[config.mk]
export PLATFORM = sky130hd
export DESIGN_NAME = dmem_arbiter
export DESIGN_NICKNAME = d
export VERILOG_FILES = /design/src/rtl/dmem_arbiter.sv
export SDC_FILE = /design/constraint.sdc
export NUM_CORES = 1
export LEC_CHECK = 0
export CORE_MARGIN = 1
export CORE_UTILIZATION = 35
export DETAILED_ROUTE_END_ITERATION = 7
export GPL_TIMING_DRIVEN = 0
export PLACE_DENSITY = 0.77
export SYNTH_ARGS = -nofsm -noshare
export SYNTH_HDL_FRONTEND = slang
export SYNTH_SLANG_ARGS = --single-unit
[constraint.sdc]
create_clock -name clk -period 1.9 [get_ports clk]
set_input_delay 0.285 -clock clk [delete_from_list [all_inputs] [get_ports clk]]
set_output_delay 0.285 -clock clk [all_outputs]
set_load 0.03 [all_outputs]
[src/rtl/dmem_arbiter.sv]
// dmem_arbiter: round-robin sharing of one single-port data RAM between the
// processor load/store path (port 0) and the loader/debug path (port 1).
// One access is granted per cycle. Read data is routed back to the requesting
// port through a RD_LAT-deep {valid, port} tag pipeline.
`timescale 1ns/1ps
module dmem_arbiter #(
    parameter int ADDR_W = 8,
    parameter int DATA_W = 32,
    parameter int RD_LAT = 1
) (
    input  logic              clk,
    input  logic              reset,
    input  logic              p0_req,
    input  logic              p0_we,
    input  logic [ADDR_W-1:0] p0_addr,
    input  logic [DATA_W-1:0] p0_wdata,
    output logic              p0_gnt,
    output logic              p0_rvalid,
    output logic [DATA_W-1:0] p0_rdata,
    input  logic              p1_req,
    input  logic              p1_we,
    input  logic [ADDR_W-1:0] p1_addr,
    input  logic [DATA_W-1:0] p1_wdata,
    output logic              p1_gnt,
    output logic              p1_rvalid,
    output logic [DATA_W-1:0] p1_rdata,
    output logic [ADDR_W-1:0] mem_addr,
    output logic              mem_wren,
    output logic [DATA_W-1:0] mem_data,
    input  logic [DATA_W-1:0] mem_q
);

    // last_gnt: 0 = port 0 was granted most recently, 1 = port 1
    logic              last_gnt_q, last_gnt_d;
    logic [ADDR_W-1:0] mem_addr_q, mem_addr_d;
    logic [DATA_W-1:0] mem_data_q, mem_data_d;
    logic [RD_LAT-1:0] pipe_valid_q, pipe_valid_d;
    logic [RD_LAT-1:0] pipe_port_q, pipe_port_d;
    logic [DATA_W-1:0] p0_rdata_q, p0_rdata_d;
    logic [DATA_W-1:0] p1_rdata_q, p1_rdata_d;
    logic              rd_issue;
    logic              ret_valid;
    logic              ret_port;

    // Round-robin grant: a lone requester wins; on a tie the port that was not
    // granted last wins. Nothing is granted while reset is held.
    always_comb begin
        p0_gnt = 1'b0;
        p1_gnt = 1'b0;
        if (!reset) begin
            if (p0_req && (!p1_req || last_gnt_q)) begin
                p0_gnt = 1'b1;
            end else if (p1_req) begin
                p1_gnt = 1'b1;
            end
        end
    end

    // RAM pin mux: granted port drives the pins; otherwise address/data hold
    // their last driven values and the write enable stays low.
    always_comb begin
        mem_addr = mem_addr_q;
        mem_data = mem_data_q;
        mem_wren = 1'b0;
        if (p0_gnt) begin
            mem_addr = p0_addr;
            mem_data = p0_wdata;
            mem_wren = p0_we;
        end else if (p1_gnt) begin
            mem_addr = p1_addr;
            mem_data = p1_wdata;
            mem_wren = p1_we;
        end
    end

    // Read-return routing: the tag leaving the pipeline selects which port sees
    // mem_q; rdata outputs show their last returned word between pulses.
    always_comb begin
        ret_valid = pipe_valid_q[RD_LAT-1] & ~reset;
        ret_port  = pipe_port_q[RD_LAT-1];
        p0_rvalid = ret_valid & ~ret_port;
        p1_rvalid = ret_valid & ret_port;
        p0_rdata  = p0_rvalid ? mem_q : p0_rdata_q;
        p1_rdata  = p1_rvalid ? mem_q : p1_rdata_q;
    end

    // Next-state: arbitration history, held RAM pins, tag pipeline shift and
    // captured read data.
    always_comb begin
        last_gnt_d = last_gnt_q;
        if (p0_gnt) begin
            last_gnt_d = 1'b0;
        end else if (p1_gnt) begin
            last_gnt_d = 1'b1;
        end
        mem_addr_d = mem_addr;
        mem_data_d = mem_data;
        rd_issue   = (p0_gnt & ~p0_we) | (p1_gnt & ~p1_we);
        pipe_valid_d    = pipe_valid_q;
        pipe_port_d     = pipe_port_q;
        pipe_valid_d[0] = rd_issue;
        pipe_port_d[0]  = p1_gnt;
        for (int i = 1; i < RD_LAT; i++) begin
            pipe_valid_d[i] = pipe_valid_q[i-1];
            pipe_port_d[i]  = pipe_port_q[i-1];
        end
        p0_rdata_d = p0_rdata;
        p1_rdata_d = p1_rdata;
    end

    // State registers; reset discards in-flight reads and gives port 0 the
    // first tie.
    always_ff @(posedge clk) begin
        if (reset) begin
            last_gnt_q   <= 1'b1;
            mem_addr_q   <= '0;
            mem_data_q   <= '0;
            pipe_valid_q <= '0;
            pipe_port_q  <= '0;
            p0_rdata_q   <= '0;
            p1_rdata_q   <= '0;
        end else begin
            last_gnt_q   <= last_gnt_d;
            mem_addr_q   <= mem_addr_d;
            mem_data_q   <= mem_data_d;
            pipe_valid_q <= pipe_valid_d;
            pipe_port_q  <= pipe_port_d;
            p0_rdata_q   <= p0_rdata_d;
            p1_rdata_q   <= p1_rdata_d;
        end
    end

endmodule
After elaboration in Yosys (flattened, before gate mapping)
Index checks and enable logic that the tools add are counted.
{ "word_totals": {"regBits": 107, "out_inout_bits": 109, "elab_cells": 36} }
{ "op_classes": {"n_mux": 15, "bitwise_logic": 10, "n_reduce_logical": 4} }
{ "op_table": {"columns": ["op", "count"], "rows": [
  ["$mux 32", 4],
  ["$mux 8", 2],
  ["$mux 1", 9],
  ["$and 1x1->1", 5],
  ["$not 1->1", 4],
  ["$reduce_bool 2->1", 1],
  ["$logic_and 1x1->1", 1],
  ["$logic_not 1->1", 1],
  ["$logic_or 1x1->1", 1],
  ["$or 1x1->1", 1]
]} }

Logic depth before layout (Yosys ltp)
Gate-level depths: netlist of the first run.
{ "depth": {"ltp_word": 7, "ltp_mapped": 6} }

Worst setup path after synthesis of the first run
OpenSTA, ideal clock, no wires.
{ "synth_path": {"kind": "input to output", "startpoint": "input port reset", "endpoint": "output port mem_wren", "arrival_time_ps": 1658, "t_required_ps": 1615, "setup_slack_ps": -43, "path_stages": 6, "path_cell_list": "buf_6 -> nand2b_4 -> buf_6 -> buf_6 -> nor2_1 -> a22o_1"} }
{ "synth_between": {"elab_chain_cells": 3, "elab_cells_between_ends": 4} }
{ "synth_rtl": {"columns": ["element", "line_no", "text"], "rows": [
  ["from (decl)", "12", "input logic reset,"],
  ["$mux 1", "50", "if (!reset) begin"],
  ["via p1_gnt", "24", "output logic p1_gnt,"],
  ["$mux 1", "69", "end else if (p1_gnt) begin"],
  ["$mux 1", "65", "if (p0_gnt) begin"],
  ["to (decl)", "28", "output logic mem_wren,"]
]} }
The timed path passes the listed nets, and every way through them passes these cells.

Worst setup path in the final report of the first run
{ "layout_path": {"startpoint": "register pipe_port_q", "endpoint": "output port p0_rdata[3]"} }
{ "layout_between": {"elab_chain_cells": 3} }
{ "layout_rtl": {"columns": ["element", "line_no", "text"], "rows": [
  ["from (decl)", "38", "logic [RD_LAT-1:0] pipe_port_q, pipe_port_d;"],
  ["from (signal assigned)", "127", "pipe_port_q <= pipe_port_d;"],
  ["$not 1->1", "81", "p0_rvalid = ret_valid & ~ret_port;"],
  ["$and 1x1->1", "81", null],
  ["$mux 32", "83", "p0_rdata = p0_rvalid ? mem_q : p0_rdata_q;"],
  ["to (decl)", "19", "output logic [DATA_W-1:0] p0_rdata,"]
]} }
No other way between the ends.

==> impl_results.md, run 1 <==
- VDD IR max: around 0.41 mV
- Top-level I/O count: between 200 and 250
- Clock Pin Slew Worst Setup and Hold Paths: 70 ps
- Period utilization: 106.8%
- Drt via density: between 5 and 6
- Setup ws final: -129.9 ps
- Root Driver: clkbuf_16
- DRT Pass-1 Iters: 4
- Largest net degree at the start of global routing: 19
- Chip width: roughly 120 um
- Post-route ant nets: 0
- Crit path arrival time: around 1700 ps
- Final Hold Slack: between 400 and 500 ps
- Syn_area_per_cell: ~11 um^2
- Cells after synthesis: roughly 450
- CTS tree: done
- Ys Warns: 0
- Syn Nets: 570
- Pins Over Slew Limit: 0
- Final Instance Count excl. Fillers: 908
- Placer congestion estimate: roughly 0.77
- Number of global-route vias before repair: around 4800
- Final hold violation count: 0
- GRT overflow: 0
- Fin Clk Skew: 3.147 ps
- Max cap viols: 0
- Tmin final: between 2000 and 2500 ps
- Die Ht: around 120 um
- Setup crit end kind: primary output
- Multi-input gate area: ~0.0033 mm^2
- Final Util: 70.07%
- Flop and latch count out of synthesis: about 110
- HPWL after DPL: between 10000 and 15000 um
- Fmax: between 0.4 and 0.5 GHz
- Worst slew margin: about three fifths
- Synth-to-Final Area Change: 93.15%
- Commonest non-fill, non-tap cells in the layout: clkdlybuf4s50_1 (114), dfxtp_1 (104), buf_6 (82)
- Design Area, Final: roughly 0.0094 mm^2
- Via count: about 4700
- Initial antenna violation count: 0
- Leak pwr: a little under 4 nW
- Clk buf depth: 2
- First-pass GRT wire length: between 20000 and 25000 um
- Max FO, Critical Path: 7
- # DRC: 0
- FF/Latch Area: 0.002151 mm^2
- Hold WC Path Type: in2reg
- Unrepaired setup endpoints after global routing: true
- GRT Util Overall: ~22%
- Worst EP required: roughly 1600 ps
- Failing checks: negative setup slack
- Worst-Skew Late Latency: about 350 ps
- Routed WL per cell: roughly 20 um
- PD cells: 686.0 mW/mm^2
- Std cell rows: 42
- Core area: approximately 0.013 mm^2
- Ratio of cells with drive above 1 in the final layout: 46.99%
- DP Area: between 0.007 and 0.008 mm^2
- DRT iter0 DRCs: roughly 120
- Setup crit start kind: register
- Fin nets: ~850
- Worst slew pin tran: 616.5 ps
- Total clock sinks: 107
- Outcome: finished with violations
- Seq/Total Area, Yosys: between 40% and 50%
- Filler cells: 905
- CTS H-Tree Depth: 3
- Final Setup Violations: 98
- Die area: roughly 0.014 mm^2
- Post-Syn Area: between 0.004 and 0.005 mm^2
- CTS Buf Count: 9
- Starting Density: a little over a third
- Kind of critical path: reg2out
- I/O Buffers: between 200 and 250
- Synth cell types: 24
- Tot Pwr: between 6 and 7 mW
- Placed instance count: between 800 and 900
- Ant diodes: 0
- Leading cell type in the layout, fill and taps excluded: clkdlybuf4s50_1
- Routed wire length: about 18000 um
## registers in the layout, indices dropped and copies added (netlist names)
name	count
last_gnt_q	1
pipe_port_q	1
mem_data_q	32
mem_addr_q	8
pipe_valid_q	1
p1_rdata_q	32
p0_rdata_q	32
## layer usage
metal | track usage (%) | wire [um] | vias to the layer above
li1 | - | - | 2159
met2 | 40.46 | 9401 | 206
met4 | 8.828 | 583 | 0
met1 | 24.78 | 6954 | 2280
met5 | 0 | 0 | -
met3 | 5.228 | 1029 | 46
## worst max-delay path: stages (launching register included)
cell	delay [ps]
dfxtp_4	350
nor3b_4	180
buf_6	180
buf_12	110
buf_16	110
mux2_4	310
buf_6	140
## cells in the mapped netlist
| master | count | area (um^2) |
|---|---|---|
| dfxtp_1 | 107 | 2142 |
| inv_1 | 42 | 157.7 |
| a211oi_1 | 40 | 300.3 |
| a21oi_1 | 40 | 200.2 |
| nor2b_1 | 36 | 225.2 |
| o32ai_1 | 32 | 280.3 |
| mux2_2 | 31 | 349.1 |
| and2b_1 | 29 | 217.7 |
| mux2_4 | 29 | 435.4 |
| clkbuf_1 | 14 | 52.55 |
| buf_2 | 11 | 55.05 |
| buf_6 | 9 | 101.4 |
| o32ai_2 | 8 | 130.1 |
| buf_4 | 7 | 52.55 |
| mux2_1 | 4 | 45.04 |
| nor2_1 | 4 | 15.01 |
| a22o_1 | 2 | 17.52 |
| and2_1 | 1 | 6.260 |
| nand2b_4 | 1 | 13.76 |
| nand3b_4 | 1 | 20.02 |
| nor3b_1 | 1 | 7.510 |
| nor3b_4 | 1 | 18.77 |
| o21ba_2 | 1 | 10.01 |
| o21bai_1 | 1 | 7.510 |
## metrics by stage
stage	TNS, ps	setup slack, ps
global placement	-88930	-869.8
finish	-5724	-129.9
CTS	-5168	-200.6
global route	-10460	-172.8
detailed placement	-94540	-934.8
floorplan	0	137.1
## power breakdown
group / total, mW / switching (mW) / internal (mW)
Sequential: 2.40 / 0.0626 / 2.34
Combinational: 1.98 / 0.977 / 0.998
Clock: 2.07 / 0.896 / 1.17
Total: 6.44 / 1.94 / 4.51
## logic make-up after synthesis
logic type / share of synthesized area, %
AO/OA/AOI/OAI: 19.46
buffers and inverters: 8.623
flip-flops: 44.07
multiplexers: 17.07
AND/OR/NAND/NOR: 10.79
## worst paths after layout
| kind | from | endpoint | slack (ps) | cells after the start |
|---|---|---|---|---|
| setup / recovery | pipe_port_q | p0_rdata[3] | -130 | 6 |
| hold / removal | p1_req | last_gnt_q | 410 | 3 |
| setup reg to reg | pipe_port_q | p0_rdata_q[17] | 280 | 7 |
| hold reg to reg | mem_data_q[1] | mem_data_q[1] | 580 | 2 |
## area by class of cell
cell class	count	share of cell area (%)
timing repair buffer	267	29.14
clock inverter	6	1.013
buffer	37	4.891
clock buffer	10	2.439
tap	176	2.345
multi-input combinational	263	35.58
inverter	42	1.679
sequential	107	22.91
## timing repair
| item | 4_1_cts | 5_1_grt |
|---|---|---|
| setup buffers | 9 | 19 |
| resized for setup | 717 | 208 |
| hold buffers | 0 | 0 |
| cloned | 4 | 10 |
| pin swaps | 2 | 34 |
| endpoints found under the setup margin | 109 | 86 |
No activity file was read; power rests on OpenSTA's default activity.
==> run 2, diff against run 1 <==
--- a/config.mk
+++ b/config.mk
@@ -10,6 +10,7 @@
 export DETAILED_ROUTE_END_ITERATION = 7
 export GPL_TIMING_DRIVEN = 0
 export PLACE_DENSITY = 0.77
+export SETUP_SLACK_MARGIN = 0.4
 export SYNTH_ARGS = -nofsm -noshare
 export SYNTH_HDL_FRONTEND = slang
 export SYNTH_SLANG_ARGS = --single-unit
==> run 2 against run 1 <==
Compared with the run above:
- the flow still finishes with violations (negative setup slack)
- first-iteration DRC count shrank 30%
- core utilization grew 1.2 points
- count of clock-buffer cells in the layout grew 1
- critical path depth shrank 1
- non-clock buffer count grew 6
- worst hold slack lost 0.69 ps
- register-to-register slack gained 60 ps
- sequential share of layout area shrank 0.39 points
- die area is the same
==> impl_results.md, run 2 (synthesized netlist as in run 1, its figures left out) <==
- Outcome: finished with violations (unchanged)
- Failing checks: negative setup slack (unchanged)
- Worst path cell trace: and2_4, buf_16, o32ai_1, a21oi_2, buf_4 (was nor3b_4, buf_6, buf_12, buf_16, mux2_4, buf_6)
- Setup crit start kind: register (unchanged)
- Top delay family on crit path: compound AO/OA/AOI/OAI gates (was buffers and inverters)
- Fin Clk Skew: 4.635 ps (was 3.147 ps)
- GRT overflow: 0 (unchanged)
- Setup crit end kind: primary output (unchanged)
- Ratio of cells with drive above 1 in the final layout: 47.90% (was 46.99%)
- Design Area, Final: 0.009550 mm^2 (was 0.009389 mm^2)
- Worst EP required: 1620 ps (about the same)
- Filler cells: 922 (was 905)
- Core area: 0.01340 mm^2 (unchanged)
- Max cap viols: 0 (unchanged)
- Hold WC Path Type: in2reg (unchanged)
- Routed WL per cell: 18.84 um (was 19.79 um)
- Grt met3 use: 6.179% (was 5.228%)
- Drt via density: 5.009 (was 5.166)
- # DRC: 0 (unchanged)
- Commonest non-fill, non-tap cells in the layout: buf_6 (115), clkdlybuf4s50_1 (114), dfxtp_1 (104) (was clkdlybuf4s50_1 (114), dfxtp_1 (104), buf_6 (82))
- Ant diodes: 0 (unchanged)
- Crit path arrival time: 1730 ps (was 1740 ps)
- Worst slew margin: 65.03% (was 58.90%)
- CTS H-Tree Depth: 3 (unchanged)
- Max FO, Critical Path: 4 (was 7)
- HPWL after DPL: 11120 um (was 11020 um)
- Setup TNS: -4065 ps (was -5724 ps)
- Initial antenna violation count: 0 (unchanged)
- Fin nets: 850 (was 845)
- Most Used Layer, Global Route: met2 (unchanged)
- PD cells: 659.4 mW/mm^2 (was 686.0 mW/mm^2)
- Register-to-register path setup slack: 340 ps (was 280 ps)
- Post-route ant nets: 0 (unchanged)
- Kind of critical path: reg2out (unchanged)
- Final Setup Violations: 94 (was 98)
- Hold buffer count at cts: 0 (unchanged)
- Routed wire length: 17200 um (was 17970 um)
- Setup ws final: -114.4 ps (was -129.9 ps)
- Worst R2R Path Depth: 6 (was 7)
- Worst Path Buf+Inv: 2 (was 4)
- Fmax: 0.4964 GHz (was 0.4926 GHz)
- CTS tree: done (unchanged)
- Unrepaired setup endpoints after global routing: true (unchanged)
- Leading cell type in the layout, fill and taps excluded: buf_6 (was clkdlybuf4s50_1)
- Clock Pin Slew Worst Setup and Hold Paths: 70 ps (about the same)
- DP Area: 0.007574 mm^2 (was 0.007346 mm^2)
- Worst-Skew Late Latency: 350 ps (about the same)
- Worst path max stage delay: 440 ps (was 350 ps)
- Top-level I/O count: 227 (unchanged)
- Period utilization: 106.0% (was 106.8%)
- First-pass GRT wire length: 25300 um (was 24800 um)
- Std cell rows: 42 (unchanged)
- Largest net degree at the start of global routing: 18 (was 19)
- Hold Path Depth: 3 (unchanged)
- Starting Density: 36.27% (unchanged)
- Worst slew pin tran: 524.6 ps (was 616.5 ps)
- Met1 Resource Use GR: 24.43% (was 24.78%)
- Met2 usage: 41.87% (was 40.46%)
- R2r startpoint: pipe_port_q (unchanged)
- CTS Buf Count: 9 (unchanged)
- Worst path slowest cell: o32ai_1 (was dfxtp_4)
- GRT Util Overall: 22.64% (was 22.24%)
- DRT Pass-1 Iters: 4 (unchanged)
- Final hold violation count: 0 (unchanged)
- Place WS: -859.4 ps (was -934.8 ps)
- Die Ht: 119.9 um (unchanged)
- DRT iter0 DRCs: 87 (was 124)
- Synth-to-Final Area Change: 96.47% (was 93.15%)
- Setup crit start: last_gnt_q (was pipe_port_q)
- Placer congestion estimate: 0.8008 (was 0.7686)
- Clk buf depth: 2 (unchanged)
- VDD IR max: 0.3958 mV (was 0.4060 mV)
- CP Depth: 5 (was 6)
- Chip width: 119.9 um (unchanged)
- Pins Over Slew Limit: 0 (unchanged)
- Leak pwr: 4.022 nW (was 3.963 nW)
- I/O Buffers: 226 (unchanged)
- Die area: 0.01436 mm^2 (unchanged)
- Root Driver: clkbuf_16 (unchanged)
- Final Hold Slack: 409.2 ps (was 409.9 ps)
- Via count: 4573 (was 4691)
- Reg-to-Reg End: p0_rdata_q[8] (was p0_rdata_q[17])
- Total clock sinks: 107 (unchanged)
- Largest registers: mem_data_q: 32 flops, p0_rdata_q: 32 flops, p1_rdata_q: 32 flops (unchanged)
- Number of global-route vias before repair: 4879 (was 4763)
- Tmin final: 2014 ps (was 2030 ps)
- Setup crit end: mem_addr[7] (was p0_rdata[3])
[run 2: metal layers]
layer | part of all wire (%) | routed length (um) | vias to the layer above
met3 | 6.5 | 1114 | 27
met5 | 0 | 0 | -
met2 | 52 | 9025 | 175
met4 | 1.6 | 271 | 0
li1 | - | - | 2174
met1 | 39 | 6792 | 2197
[run 2: worst min path at each step]
stage	slack [ps]	start	endpoint
after floorplan	430	p1_req	last_gnt_q
after global routing	450	p1_req	last_gnt_q
after detailed placement	530	last_gnt_q	last_gnt_q
final	410	p1_req	last_gnt_q
after CTS	360	p1_req	last_gnt_q
after global placement	510	last_gnt_q	last_gnt_q
[run 2: repair_timing]
item	CTS	global route
endpoints found under the setup margin	211	132
pin swaps	8	14
buffers inserted	17	14
cloned	5	7
endpoints found under the hold margin	0	0
resized for setup	791	172
[run 2: layout make-up]
cell class	count	area [um^2]	share of cell area (%)
clock buffer	11	242.7	2.542
buffer	41	546.8	5.725
tap	176	220.2	2.306
inverter	42	157.7	1.651
timing repair buffer	269	2935	30.74
clock inverter	5	60.06	0.6288
multi-input combinational	262	3237	33.89
sequential	107	2151	22.52
[run 2: metrics by stage]
stage	utilization, %	instances	total power [mW]
final	71.27	913	6.297
after global routing	71.27	913	6.550
after CTS	65.89	892	6.179
after detailed placement	56.52	854	3.863
after global placement	56.52	854	3.842
after floorplan	-	452	3.213
[run 2: worst register-to-register path, stage by stage (launching register included)]
cell and delay (ps):
dfxtp_4 360, nor3b_4 210, buf_6 160, clkbuf_16 150, mux2_4 310, buf_4 130
and2b_1 140
[run 2: power breakdown]
group          internal, mW  leakage [nW]  total [mW]  switching (mW)
logic                  1.01          3.00        1.95           0.945
clock network          1.07         0.147        1.94           0.874
registers              2.34         0.875        2.40          0.0648
total                  4.41          4.02        6.30            1.88
==> run 3, diff against run 2 <==
--- a/config.mk
+++ b/config.mk
@@ -6,10 +6,10 @@
 export NUM_CORES = 1
 export LEC_CHECK = 0
 export CORE_MARGIN = 1
-export CORE_UTILIZATION = 35
+export CORE_UTILIZATION = 30
 export DETAILED_ROUTE_END_ITERATION = 7
 export GPL_TIMING_DRIVEN = 0
-export PLACE_DENSITY = 0.77
+export PLACE_DENSITY = 0.69
 export SETUP_SLACK_MARGIN = 0.4
 export SYNTH_ARGS = -nofsm -noshare
 export SYNTH_HDL_FRONTEND = slang
==> run 3 against run 2 <==
Compared with the run above:
- the run still ends with negative setup slack left
- clock power is essentially flat
- cell area shrank 2.8%
- power shrank 0.17%
- setup slack gained 11 ps
- largest cell class is now multi-input combinational cells
- clock skew grew 7.0 ps
- largest power group unchanged
- sequential power is essentially flat
- non-clock buffer count shrank 10
- wire length shrank 3.1%
- die area grew 16%
==> impl_results.md, run 3 (synthesized netlist as in run 1, its figures left out) <==
- Commonest non-fill, non-tap cells in the layout: clkdlybuf4s50_1 (114), dfxtp_1 (104), buf_6 (88) (was buf_6 (115), clkdlybuf4s50_1 (114), dfxtp_1 (104))
- Starting Density: 30.71% (was 36.27%)
- Largest registers: mem_data_q: 32 flops, p0_rdata_q: 32 flops, p1_rdata_q: 32 flops (unchanged)
- Ratio of cells with drive above 1 in the final layout: 47.32% (was 47.90%)
- Number of global-route vias before repair: 4800 (was 4879)
- CTS H-Tree Depth: 3 (unchanged)
- Clk buf depth: 2 (unchanged)
- Synth-to-Final Area Change: 90.89% (was 96.47%)
- Worst-Skew Late Latency: 360 ps (was 350 ps)
- Design Area, Final: 0.009279 mm^2 (was 0.009550 mm^2)
- Worst R2R Path Depth: 6 (unchanged)
- NetSw: 1.919 mW (was 1.884 mW)
- DP Area: 0.007624 mm^2 (was 0.007574 mm^2)
- Largest net degree at the start of global routing: 20 (was 18)
- Pint: 4.368 mW (was 4.413 mW)
- Switch share: 30.52% (was 29.92%)
- Std cell rows: 46 (was 42)
- Initial antenna violation count: 2 (was 0)
- CTS Buf Count: 9 (unchanged)
- Tot Pwr: 6.286 mW (was 6.297 mW)
- Grt met3 use: 6.606% (was 6.179%)
- Die area: 0.01672 mm^2 (was 0.01436 mm^2)
- CTS tree: done (unchanged)
- Fmax: 0.4992 GHz (was 0.4964 GHz)
- Setup crit start kind: register (unchanged)
- Worst slew margin: 63.76% (was 65.03%)
- Core area: 0.01583 mm^2 (was 0.01340 mm^2)
- Total clock sinks: 107 (unchanged)
- Pins Over Slew Limit: 0 (unchanged)
- Most Used Layer, Global Route: met2 (unchanged)
- Hold WC Path Type: in2reg (unchanged)
- Met2 usage: 36.69% (was 41.87%)
- Routed wire length: 16660 um (was 17200 um)
- Worst EP required: 1620 ps (about the same)
- Root Driver: clkbuf_16 (unchanged)
- Drt via density: 4.740 (was 5.009)
- I/O Buffers: 226 (unchanged)
- Crit path arrival time: 1720 ps (was 1730 ps)
- Chip width: 129.3 um (was 119.9 um)
- Fin Clk Skew: 11.65 ps (was 4.635 ps)
- DRT Pass-1 Iters: 4 (unchanged)
- Final Setup Violations: 47 (was 94)
- DRT iter0 DRCs: 73 (was 87)
- Outcome: finished with violations (unchanged)
- Leak pwr: 3.879 nW (was 4.022 nW)
- Die Ht: 129.3 um (was 119.9 um)
- Failing checks: negative setup slack (unchanged)
- Reg power frac: 38.2% (was 38.1%)
- Max FO, Critical Path: 10 (was 4)
- Setup crit end kind: primary output (unchanged)
- First-pass GRT wire length: 25190 um (was 25300 um)
- Placer congestion estimate: 0.7875 (was 0.8008)
- Logic pwr share: 30.4% (was 31.0%)
- Max cap viols: 0 (unchanged)
- Leading cell type in the layout, fill and taps excluded: clkdlybuf4s50_1 (was buf_6)
- Setup ws final: -103.1 ps (was -114.4 ps)
- Worst slew pin tran: 543.6 ps (was 524.6 ps)
- Kind of critical path: reg2out (unchanged)
- Hold Path Depth: 3 (unchanged)
- Tmin final: 2003 ps (was 2014 ps)
- Final Util: 58.62% (was 71.27%)
- Routed WL per cell: 17.63 um (was 18.84 um)
- Period utilization: 105.4% (was 106.0%)
- Fin nets: 840 (was 850)
- Share of total power in the clock network: 31.4% (was 30.8%)
- Top-level I/O count: 227 (unchanged)
- GRT Util Overall: 19.85% (was 22.64%)
- Unrepaired setup endpoints after global routing: true (unchanged)
- VDD IR max: 0.4735 mV (was 0.3958 mV)
- PD cells: 677.5 mW/mm^2 (was 659.4 mW/mm^2)
- GRT overflow: 0 (unchanged)
- Post-route ant nets: 0 (unchanged)
- Clock Pin Slew Worst Setup and Hold Paths: 70 ps (about the same)
- # DRC: 0 (unchanged)
- Met1 Resource Use GR: 20.80% (was 24.43%)
- Final hold violation count: 0 (unchanged)
- HPWL after DPL: 11270 um (was 11120 um)
- Via count: 4479 (was 4573)
[run 3: cell count changes in the layout (fill, tap and decap cells not counted), sizes merged]
cell           previous run  this run
clkbuf                   36        27
buf                     168       166
clkdlybuf4s15             2         0
diode                     0         2
clkinvlp                  1         2
dlygate4sd2               1         2
inv                      44        45
[run 3: final timing paths]
path / slack (ps) / endpoint / from
worst max register to register: 360 / p0_rdata_q[1] / pipe_valid_q
worst min register to register: 540 / last_gnt_q / last_gnt_q
worst max-delay path: -100 / p0_rdata[22] / pipe_valid_q
worst min-delay path: 450 / last_gnt_q / p1_req
[run 3: timing repair]
item	CTS	global route
endpoints found under the setup margin	211	145
cloned	7	1
buffers inserted	19	6
resized for setup	826	50
pin swaps	6	4
hold buffers	0	0
[run 3: per-stage QoR]
| step | std cells | setup TNS, ps | hold WS (ps) | worst slack, ps |
|---|---|---|---|---|
| floorplan | 452 | 0 | 430.2 | 336.1 |
| global placement | 894 | -100490 | 510.0 | -930.3 |
| detailed placement | 894 | -105420 | 535.8 | -944.1 |
| CTS | 936 | -5014 | 432.4 | -110.8 |
| global route | 945 | -7107 | 518.5 | -163.3 |
| finish | 945 | -3316 | 445.3 | -103.1 |
[run 3: layer usage]
layer / vias up / share of wire [%]
met5: - / 0
met4: 0 / 1.6
met3: 17 / 8.5
met2: 180 / 51
met1: 2128 / 39
li1: 2154 / -
[run 3: area by class of cell]
class	instances	area, um^2
clock inverters	7	85.08
fillers	1268	6549
multi-input cells	262	3239
flip-flops and latches	107	2146
clock buffers	9	225.2
plain buffers	41	519.2
diodes	2	5.005
inverters	42	157.7
well taps	216	270.3
repair buffers	259	2631
[run 3: worst max-delay path: stages (launching register included)]
cell	delay, ps
dfxtp_2	360
nor3b_4	230
buf_12	160
buf_12	150
mux2_4	320
buf_6	140
[run 3: power groups by stage]
| stage | Sequential, mW | Combinational [mW] | Clock [mW] |
|---|---|---|---|
| finish | 2.40 | 1.91 | 1.97 |
| global route | 2.41 | 2.01 | 2.12 |
| CTS | 2.40 | 1.88 | 2.03 |
| detailed placement | 2.42 | 1.45 | 0 |
| global placement | 2.42 | 1.43 | 0 |
| floorplan | 2.41 | 0.802 | 0 |
